--- src/rtl/qspi_byte_engine.sv ---
// Register-mapped SPI mode-0 byte engine with single-bit and quad lanes.
// Every accepted request yields one response: read data, write ack, or end of a bus transfer.
module qspi_byte_engine (
    input  logic       clk,
    input  logic       rst_n,
    input  logic       qspi_if_req_vld,
    output logic       qspi_if_req_rdy,
    input  logic [3:0] qspi_if_req_addr,
    input  logic       qspi_if_req_read,
    input  logic [7:0] qspi_if_req_dat,
    output logic       qspi_if_rsp_vld,
    input  logic       qspi_if_rsp_rdy,
    output logic [7:0] qspi_if_rsp_dat,
    output logic       qspi_if_switch_qspi,
    output logic       qspi_if_sck,
    output logic       qspi_if_csn,
    output logic       qspi_if_dq0_en,
    output logic       qspi_if_dq0_o,
    input  logic       qspi_if_dq0_i,
    output logic       qspi_if_dq1_en,
    output logic       qspi_if_dq1_o,
    input  logic       qspi_if_dq1_i,
    output logic       qspi_if_dq2_en,
    output logic       qspi_if_dq2_o,
    input  logic       qspi_if_dq2_i,
    output logic       qspi_if_dq3_en,
    output logic       qspi_if_dq3_o,
    input  logic       qspi_if_dq3_i
);

    localparam logic [3:0] ADDR_CTRL   = 4'h0;
    localparam logic [3:0] ADDR_CSN    = 4'h1;
    localparam logic [3:0] ADDR_TXDATA = 4'h2;
    localparam logic [3:0] ADDR_RXDATA = 4'h3;
    localparam logic [3:0] ADDR_STAT   = 4'h4;

    typedef enum logic [1:0] {
        IDLE,
        LO,
        HI,
        RSP
    } state_t;

    state_t     state_q, state_d;
    logic [7:0] ctrl_q, ctrl_d;
    logic       csn_q, csn_d;
    logic [7:0] tx_q, tx_d;
    logic [7:0] rx_q, rx_d;
    logic       rx_valid_q, rx_valid_d;
    logic [7:0] shift_q, shift_d;
    logic [7:0] samp_q, samp_d;
    logic [3:0] cnt_q, cnt_d;
    logic [2:0] rem_q, rem_d;
    logic [7:0] rsp_dat_q, rsp_dat_d;

    logic       quad;
    logic       qdir;
    logic [3:0] div;
    logic [3:0] pins_in;
    logic       active;

    assign quad    = ctrl_q[1];
    assign qdir    = ctrl_q[2];
    assign div     = ctrl_q[7:4];
    assign pins_in = {qspi_if_dq3_i, qspi_if_dq2_i, qspi_if_dq1_i, qspi_if_dq0_i};
    assign active  = (state_q == LO) || (state_q == HI);

    always_ff @(posedge clk or negedge rst_n) begin
        if (!rst_n) begin
            state_q    <= IDLE;
            ctrl_q     <= 8'h00;
            csn_q      <= 1'b1;
            tx_q       <= 8'h00;
            rx_q       <= 8'h00;
            rx_valid_q <= 1'b0;
            shift_q    <= 8'h00;
            samp_q     <= 8'h00;
            cnt_q      <= 4'h0;
            rem_q      <= 3'h0;
            rsp_dat_q  <= 8'h00;
        end else begin
            state_q    <= state_d;
            ctrl_q     <= ctrl_d;
            csn_q      <= csn_d;
            tx_q       <= tx_d;
            rx_q       <= rx_d;
            rx_valid_q <= rx_valid_d;
            shift_q    <= shift_d;
            samp_q     <= samp_d;
            cnt_q      <= cnt_d;
            rem_q      <= rem_d;
            rsp_dat_q  <= rsp_dat_d;
        end
    end

    always_comb begin
        state_d    = state_q;
        ctrl_d     = ctrl_q;
        csn_d      = csn_q;
        tx_d       = tx_q;
        rx_d       = rx_q;
        rx_valid_d = rx_valid_q;
        shift_d    = shift_q;
        samp_d     = samp_q;
        cnt_d      = cnt_q;
        rem_d      = rem_q;
        rsp_dat_d  = rsp_dat_q;

        case (state_q)
            IDLE: begin
                if (qspi_if_req_vld) begin
                    if (!qspi_if_req_read && (qspi_if_req_addr == ADDR_TXDATA)) begin
                        tx_d    = qspi_if_req_dat;
                        shift_d = qspi_if_req_dat;
                        samp_d  = 8'h00;
                        cnt_d   = 4'h0;
                        rem_d   = quad ? 3'd1 : 3'd7;
                        state_d = LO;
                    end else begin
                        state_d   = RSP;
                        rsp_dat_d = 8'h00;
                        if (qspi_if_req_read) begin
                            case (qspi_if_req_addr)
                                ADDR_CTRL:   rsp_dat_d = ctrl_q;
                                ADDR_CSN:    rsp_dat_d = {7'h00, csn_q};
                                ADDR_TXDATA: rsp_dat_d = tx_q;
                                ADDR_RXDATA: begin
                                    rsp_dat_d  = rx_q;
                                    rx_valid_d = 1'b0;
                                end
                                ADDR_STAT:   rsp_dat_d = {7'h00, rx_valid_q};
                                default:     rsp_dat_d = 8'h00;
                            endcase
                        end else begin
                            case (qspi_if_req_addr)
                                ADDR_CTRL: ctrl_d = qspi_if_req_dat & 8'hF7;
                                ADDR_CSN:  csn_d  = qspi_if_req_dat[0];
                                default:   ;
                            endcase
                        end
                    end
                end
            end
            // Input lanes are captured on the LO->HI transition, i.e. the SCK rising edge.
            LO: begin
                if (cnt_q == div) begin
                    cnt_d   = 4'h0;
                    state_d = HI;
                    samp_d  = quad ? {samp_q[3:0], pins_in} : {samp_q[6:0], qspi_if_dq1_i};
                end else begin
                    cnt_d = cnt_q + 4'd1;
                end
            end
            HI: begin
                if (cnt_q == div) begin
                    cnt_d = 4'h0;
                    if (rem_q != 3'd0) begin
                        rem_d   = rem_q - 3'd1;
                        shift_d = quad ? {shift_q[3:0], 4'h0} : {shift_q[6:0], 1'b0};
                        state_d = LO;
                    end else begin
                        rx_d       = samp_q;
                        rx_valid_d = 1'b1;
                        rsp_dat_d  = 8'h00;
                        state_d    = RSP;
                    end
                end else begin
                    cnt_d = cnt_q + 4'd1;
                end
            end
            RSP: begin
                if (qspi_if_rsp_rdy) begin
                    state_d = IDLE;
                end
            end
            default: state_d = IDLE;
        endcase
    end

    assign qspi_if_req_rdy     = (state_q == IDLE);
    assign qspi_if_rsp_vld     = (state_q == RSP);
    assign qspi_if_rsp_dat     = rsp_dat_q;
    assign qspi_if_switch_qspi = ctrl_q[0];
    assign qspi_if_sck         = (state_q == HI);
    assign qspi_if_csn         = csn_q;

    // Single mode keeps WP#/HOLD# driven high at all times; quad mode hands all lanes to qdir.
    always_comb begin
        qspi_if_dq0_en = 1'b1;
        qspi_if_dq1_en = 1'b0;
        qspi_if_dq2_en = 1'b1;
        qspi_if_dq3_en = 1'b1;
        qspi_if_dq0_o  = 1'b0;
        qspi_if_dq1_o  = 1'b0;
        qspi_if_dq2_o  = 1'b1;
        qspi_if_dq3_o  = 1'b1;
        if (quad) begin
            qspi_if_dq0_en = ~qdir;
            qspi_if_dq1_en = ~qdir;
            qspi_if_dq2_en = ~qdir;
            qspi_if_dq3_en = ~qdir;
            {qspi_if_dq3_o, qspi_if_dq2_o, qspi_if_dq1_o, qspi_if_dq0_o} =
                active ? shift_q[7:4] : 4'h0;
        end else begin
            qspi_if_dq0_o = active & shift_q[7];
        end
    end

endmodule

--- config.mk ---
export PLATFORM = sky130hd
export DESIGN_NAME = qspi_byte_engine
export DESIGN_NICKNAME = d
export VERILOG_FILES = /design/src/rtl/qspi_byte_engine.sv
export SDC_FILE = /design/constraint.sdc
export NUM_CORES = 1
export LEC_CHECK = 0
export CAP_MARGIN = 20
export CORE_MARGIN = 2
export CORE_UTILIZATION = 45
export CTS_BUF_LIST = sky130_fd_sc_hd__clkbuf_8 sky130_fd_sc_hd__clkbuf_16
export DETAILED_ROUTE_END_ITERATION = 10
export GPL_ROUTABILITY_DRIVEN = 0
export PLACE_DENSITY = 0.75
export SETUP_SLACK_MARGIN = 0.05
export SLEW_MARGIN = 40
export SYNTH_ARGS = -nofsm -noshare
export SYNTH_HDL_FRONTEND = slang
export SYNTH_SLANG_ARGS = --single-unit
--- constraint.sdc ---
create_clock -name clk -period 2.28 [get_ports clk]
set_input_delay 0.57 -clock clk [delete_from_list [all_inputs] [get_ports clk]]
set_output_delay 0.57 -clock clk [all_outputs]
set_load 0.01 [all_outputs]
; Word-level counts from Yosys, hierarchy flattened
; Index checks and enable logic that the tools add are counted.
[op_classes]
n_mux = 49
div = 0
addsub = 2
n_lt_le_gt_ge = 0
n_bitwise = 5
reduce_logical = 20
n_mul = 0
eq_ne = 18
shift = 0
[ops]
columns = operator, count
row1 = $mux W8, 14
row2 = $pmux W8 S2, 3
row3 = $pmux W8 S5, 1
row4 = $reduce_and A5 Y1, 4
row5 = $mux W4, 4
row6 = $mux W3, 5
row7 = $ne A2 B1 Y1 const B, 7
row8 = $mux W1, 12
row9 = $mux W2, 6
row10 = $reduce_and A3 Y1, 3
row11 = $eq A4 B2 Y1 const B, 2
row12 = $pmux W2 S4, 1
row13 = $pmux W4 S2, 1
row14 = $reduce_and A4 Y1, 2
row15 = $reduce_and A7 Y1, 1
row16 = $ne A2 B2 Y1 const B, 3
row17 = $pmux W3 S2, 1
row18 = $reduce_bool A2 Y1, 3
row19 = $add A4 B1 Y4 const B, 1
row20 = $eq A2 B2 Y1 const B, 2
row21 = $eq A4 B1 Y1 const B, 1
row22 = $eq A4 B3 Y1 const B, 1
row23 = $eq A4 B4 Y1, 1
row24 = $logic_not A4 Y1, 1
row25 = 11 further kinds, 14
[totals]
output_inout_bits = 21
mem_count = 0
word_cells = 105
regBits = 58
ramBits = 0
in_bits = 21
romBits = 0
latch_bits = 0

; Longest topological paths before layout
[logic_depth]
ltp_word = 6
depth_mapped = 10
ltp_nobuf = 7

; Worst setup path after synthesis
; No wires, ideal clock.
[synth_path]
path_type = flip-flop to flip-flop
startpoint = register state_q[0]
endpoint = register shift_q[4]
path_buffers = 2
synth_period_minus_slack_ns = 2.200
setup_time_ns = 0.123
path_stages_with_launch = 10
arrival_time_ns = 2.078
required_time_ns = 2.157
slack_ns = 0.080
path_cell_list = dfrtp_1 > inv_1 > ha_1 > buf_2 > and4bb_2 > and2_1 > buf_4 > o21ai_4 > or3_4 > o221a_1
[synth_between]
elab_chain_cells = 3
word_cells_on_any_way = 9
classes_between = eq/ne (5) / mux (1) / reduce/logical (3)
[synth_rtl]
columns = element, line_no
row1 = "start, declared", 44  ; state_t state_q, state_d;
row2 = "start signal, assigned", 82  ; state_q <= state_d;
row3 = $logic_not A2 Y1 *, n/a
row4 = net qspi_if_req_rdy, 7  ; output logic qspi_if_req_rdy,
row5 = $ne A2 B1 Y1 (no source line) (tied with other cells), n/a
row6 = $reduce_and A5 Y1 (no source line), n/a
row7 = "end signal, assigned", 88  ; shift_q <= shift_d;
row8 = "end, declared", 50  ; logic [7:0] shift_q, shift_d;
; Mark *: on every way through the listed nets, which the timed path passes. The rest lies on a longest branch.
; A chain may end at the register's enable or synchronous reset.

; Final worst setup path
[layout_path]
startpoint = input qspi_if_req_addr[1]
endpoint = register shift_q[4]
[layout_between]
elab_chain_cells = 4
[layout_rtl]
columns = element, line_no
row1 = "start, declared", 8  ; input logic [3:0] qspi_if_req_addr,
row2 = $eq A4 B2 Y1, 112  ; if (!qspi_if_req_read && (qspi_if_req_addr == ADDR_TXDATA)) begin
row3 = $logic_and A1 B1 Y1, 112
row4 = $ne A2 B1 Y1 (no source line), n/a
row5 = $reduce_and A5 Y1 (no source line), n/a
; No other way between the ends.

==> results.sh <==
export IMPL_power_frac_seq_pct=33.9
export IMPL_use_met2_pct=34.7
export IMPL_cts_htree_levels=3
export IMPL_critPathKind="input pin to register"
export IMPL_synth_most_common_cell="dfrtp_1"
export IMPL_whs_ns=0.262
export IMPL_rsz0062_at_grt="no"
export IMPL_cts_inserted_buffers=9
export IMPL_crit_required_ns=2.50
export IMPL_synth_mux_area_share_pct=18.6
export IMPL_p_int_mw=2.82
export IMPL_synth_xor_area_share_pct=1.09
export IMPL_setup_viol=0
export IMPL_port_buffers=41
export IMPL_worst_r2r_cell_count=7
export IMPL_synthTopCellsByArea="dfrtp_1, mux2_2, mux2i_1"
export IMPL_p_comb_share_pct=44.0
export IMPL_power_density_mw_per_mm2=1070
export IMPL_cts_sinks=58
export IMPL_grt_max_degree=29
export IMPL_tritoncts="done"
export IMPL_dieArea_mm2=0.00781
export IMPL_synth_flop_cell="dfrtp_1"
export IMPL_synth_async_reset_ratio_pct=100
export IMPL_root_buffer="clkbuf_8"
export IMPL_antenna_cells=0
export IMPL_status="complete, no violations"
export IMPL_r2r_slack_ns=0.24
export IMPL_fmax_ghz=0.467
export IMPL_grt_overflow=0
export IMPL_ys_ff_latch=58
export IMPL_hold_viol=0
export IMPL_grt_first_pass_wirelength_mm=13.0
export IMPL_final_nets=410
export IMPL_synth_top_family_by_area="multiplexers"
export IMPL_die_w_um=88.4
export IMPL_area_delta_synth_final_pct=29.4
export IMPL_synth_largest_area_cell="dfrtp_1"
export IMPL_antenna_found_initial=0
export IMPL_busiest_layer="met2"
export IMPL_placed_cell_area_mm2=0.00390
export IMPL_clockBufferDepth=2
export IMPL_hold_buffers=0
export IMPL_synthTopCellsByCount="dfrtp_1, nand2_1, mux2_2"
export IMPL_r2r_end="rx_q[1]"
export IMPL_io_pins=42
export IMPL_drv_cap=0
export IMPL_syn_cell_area_mm2=0.00320
export IMPL_ir_drop_v=0.000800
export IMPL_rows=30
export IMPL_wl_per_cell_um=16.5
export IMPL_clk_pin_slew_worst_paths_ns=0.06
export IMPL_worst_clock_skew_ns=0.0115
export IMPL_min_period_over_period_pct=94.0
export IMPL_via_per_inst=5.39
export IMPL_grt_util_met1_pct=30.0
export IMPL_finalInstanceArea_mm2=0.00414
export IMPL_met3_usage_pct=5.41
export IMPL_ys_warn_count=0
export IMPL_hpwl_mm=5.81
export IMPL_leakagePower_nw=1.91
export IMPL_synth_fa_ha_area_share_pct=3.13
export IMPL_worst_pin_slew_ns=0.661
export IMPL_seq_area_frac_synth_pct=45.4
export IMPL_r2r_start="rem_q[0]"
export IMPL_grt_pass1_vias=2650
export IMPL_crit_fanout=4
export IMPL_antenna_left=0
export IMPL_swShare_pct=36.2
export IMPL_power_frac_clock_pct=22.1
export IMPL_worst_setup_path_end_kind="register"
export IMPL_worst_hold_path_type="input pin to asynchronous set/reset pin"
export IMPL_drtIter0Drc=113
export IMPL_synth_top_area_share_pct=44.5
export IMPL_initial_core_util_pct=46.9
export IMPL_synth_cell_types=47
export IMPL_clk_latency_ns=0.34
export IMPL_switchingPower_mw=1.60
export IMPL_dr_total_vias=2593
export IMPL_wirelength_mm=7.92
export IMPL_synth_compound_area_share_pct=11.0
export IMPL_finalMaxSlewViolations=0
export IMPL_slew_headroom_pct=55.9
export IMPL_syn_num_nets=341
export IMPL_grt_use_total_pct=22.2
export IMPL_first_pass_iters=4
export IMPL_core_mm2=0.00683
export IMPL_synth_edf_count=0
export IMPL_post_route_min_period_ns=2.14
export IMPL_synth_simple_area_share_pct=16.9
export IMPL_avgSynthCellArea_um2=10.3
export IMPL_cp_start_kind="input pin"
export IMPL_netlist_instances=312
export IMPL_drive_above_1_share_pct=27.0
export IMPL_drcViolationCount=0
export IMPL_cp_arrival_ns=2.36
export IMPL_fp_dieH_um=88.4
repair_timing:
item,in CTS,in global routing
setup endpoints to repair,7,7
buffers inserted,2,0
resized for setup,11,3
hold endpoints to repair,0,0
power by group through the flow:
stage | Combinational [mW] | Sequential, mW | Clock (mW)
floorplan | 1.23 | 1.44 | 0
global placement | 1.82 | 1.50 | 0
CTS | 1.93 | 1.50 | 0.999
detailed placement | 1.87 | 1.52 | 0
finish | 1.95 | 1.50 | 0.979
global route | 2.13 | 1.54 | 1.04
metal layers:
layer	vias up	part of all wire (%)
li1	1237	-
met1	1273	45
met2	73	47
met3	10	6.1
met4	0	1.8
met5	-	0
metrics by stage:
| stage | setup WS, ns | utilization, % | TNS (ns) | power (mW) | instances |
|---|---|---|---|---|---|
| after floorplan | 0.0795 | - | 0 | 2.67 | 312 |
| after global placement | -0.169 | 57.1 | -2.62 | 3.32 | 464 |
| after detailed placement | -0.203 | 57.1 | -3.55 | 3.39 | 464 |
| after CTS | 0.0173 | 60.4 | 0 | 4.42 | 481 |
| after global routing | 0.0660 | 60.7 | 0 | 4.72 | 481 |
| final | 0.138 | 60.7 | 0 | 4.43 | 481 |
logic make-up (layout without fill, tap and decap cells):
kind of cell	count (synthesis)	count (layout)
AOI/OAI and AO/OA	47	47
xor gates and xnor gates	4	4
adders and majority gates	8	8
buffers and inverters	28	101
DFF	58	58
muxes	55	55
and+or+nand+nor	112	112
worst max-delay path by stage:
stage	slack, ns	start	depth (start not counted)	to
finish	0.14	qspi_if_req_addr[1]	6	shift_q[4]
global route	0.07	qspi_if_req_addr[1]	6	qspi_if_rsp_dat[2]
CTS	0.02	state_q[0]	3	qspi_if_sck
detailed placement	-0.20	qspi_if_req_addr[0]	6	shift_q[4]
global placement	-0.17	qspi_if_req_addr[1]	6	shift_q[4]
floorplan	0.08	state_q[0]	9	shift_q[4]
layout make-up:
cell class / instances / area (um^2)
Fill cell: 590 / 2690
Multi-Input combinational cell: 226 / 1650
Sequential cell: 58 / 1450
Timing Repair Buffer: 76 / 677
Clock buffer: 12 / 165
Tap cell: 96 / 120
Clock inverter: 3 / 38.8
Inverter: 10 / 37.5
state kept, by name, indices dropped and copies added (netlist names):
signal,flops
rx_valid_q,1
rem_q,3
rx_q,8
qspi_if_csn,1
tx_q,8
cnt_q,4
ctrl_q,7
qspi_if_rsp_dat,8
shift_q,8
state_q,2
samp_q,8
critical path: stages:
cell and delay [ns]:
clkdlybuf4s50_1 0.53, nor3b_4 0.22, and2_1 0.29, o21ai_4 0.10
or3_4 0.39, o221a_1 0.26
layout by cell type, fill, tap and decap left out, types with 3 or more instances in the layout:
master / n
mux2i_1: 19
buf_4: 34
clkbuf_8: 12
and2_1: 3
dfrtp_1: 56
mux2_2: 36
o221a_2: 3
a21oi_1: 7
clkdlybuf4s50_1: 34
nand3_1: 3
o21ai_0: 5
inv_1: 8
dlygate4sd2_1: 5
a22o_1: 5
nor3_1: 9
nand2_1: 40
xnor2_1: 4
nor2_1: 30
nor2b_1: 14
a31oi_1: 9
ha_1: 6
Note: power is estimated with default switching activity, not from simulation.
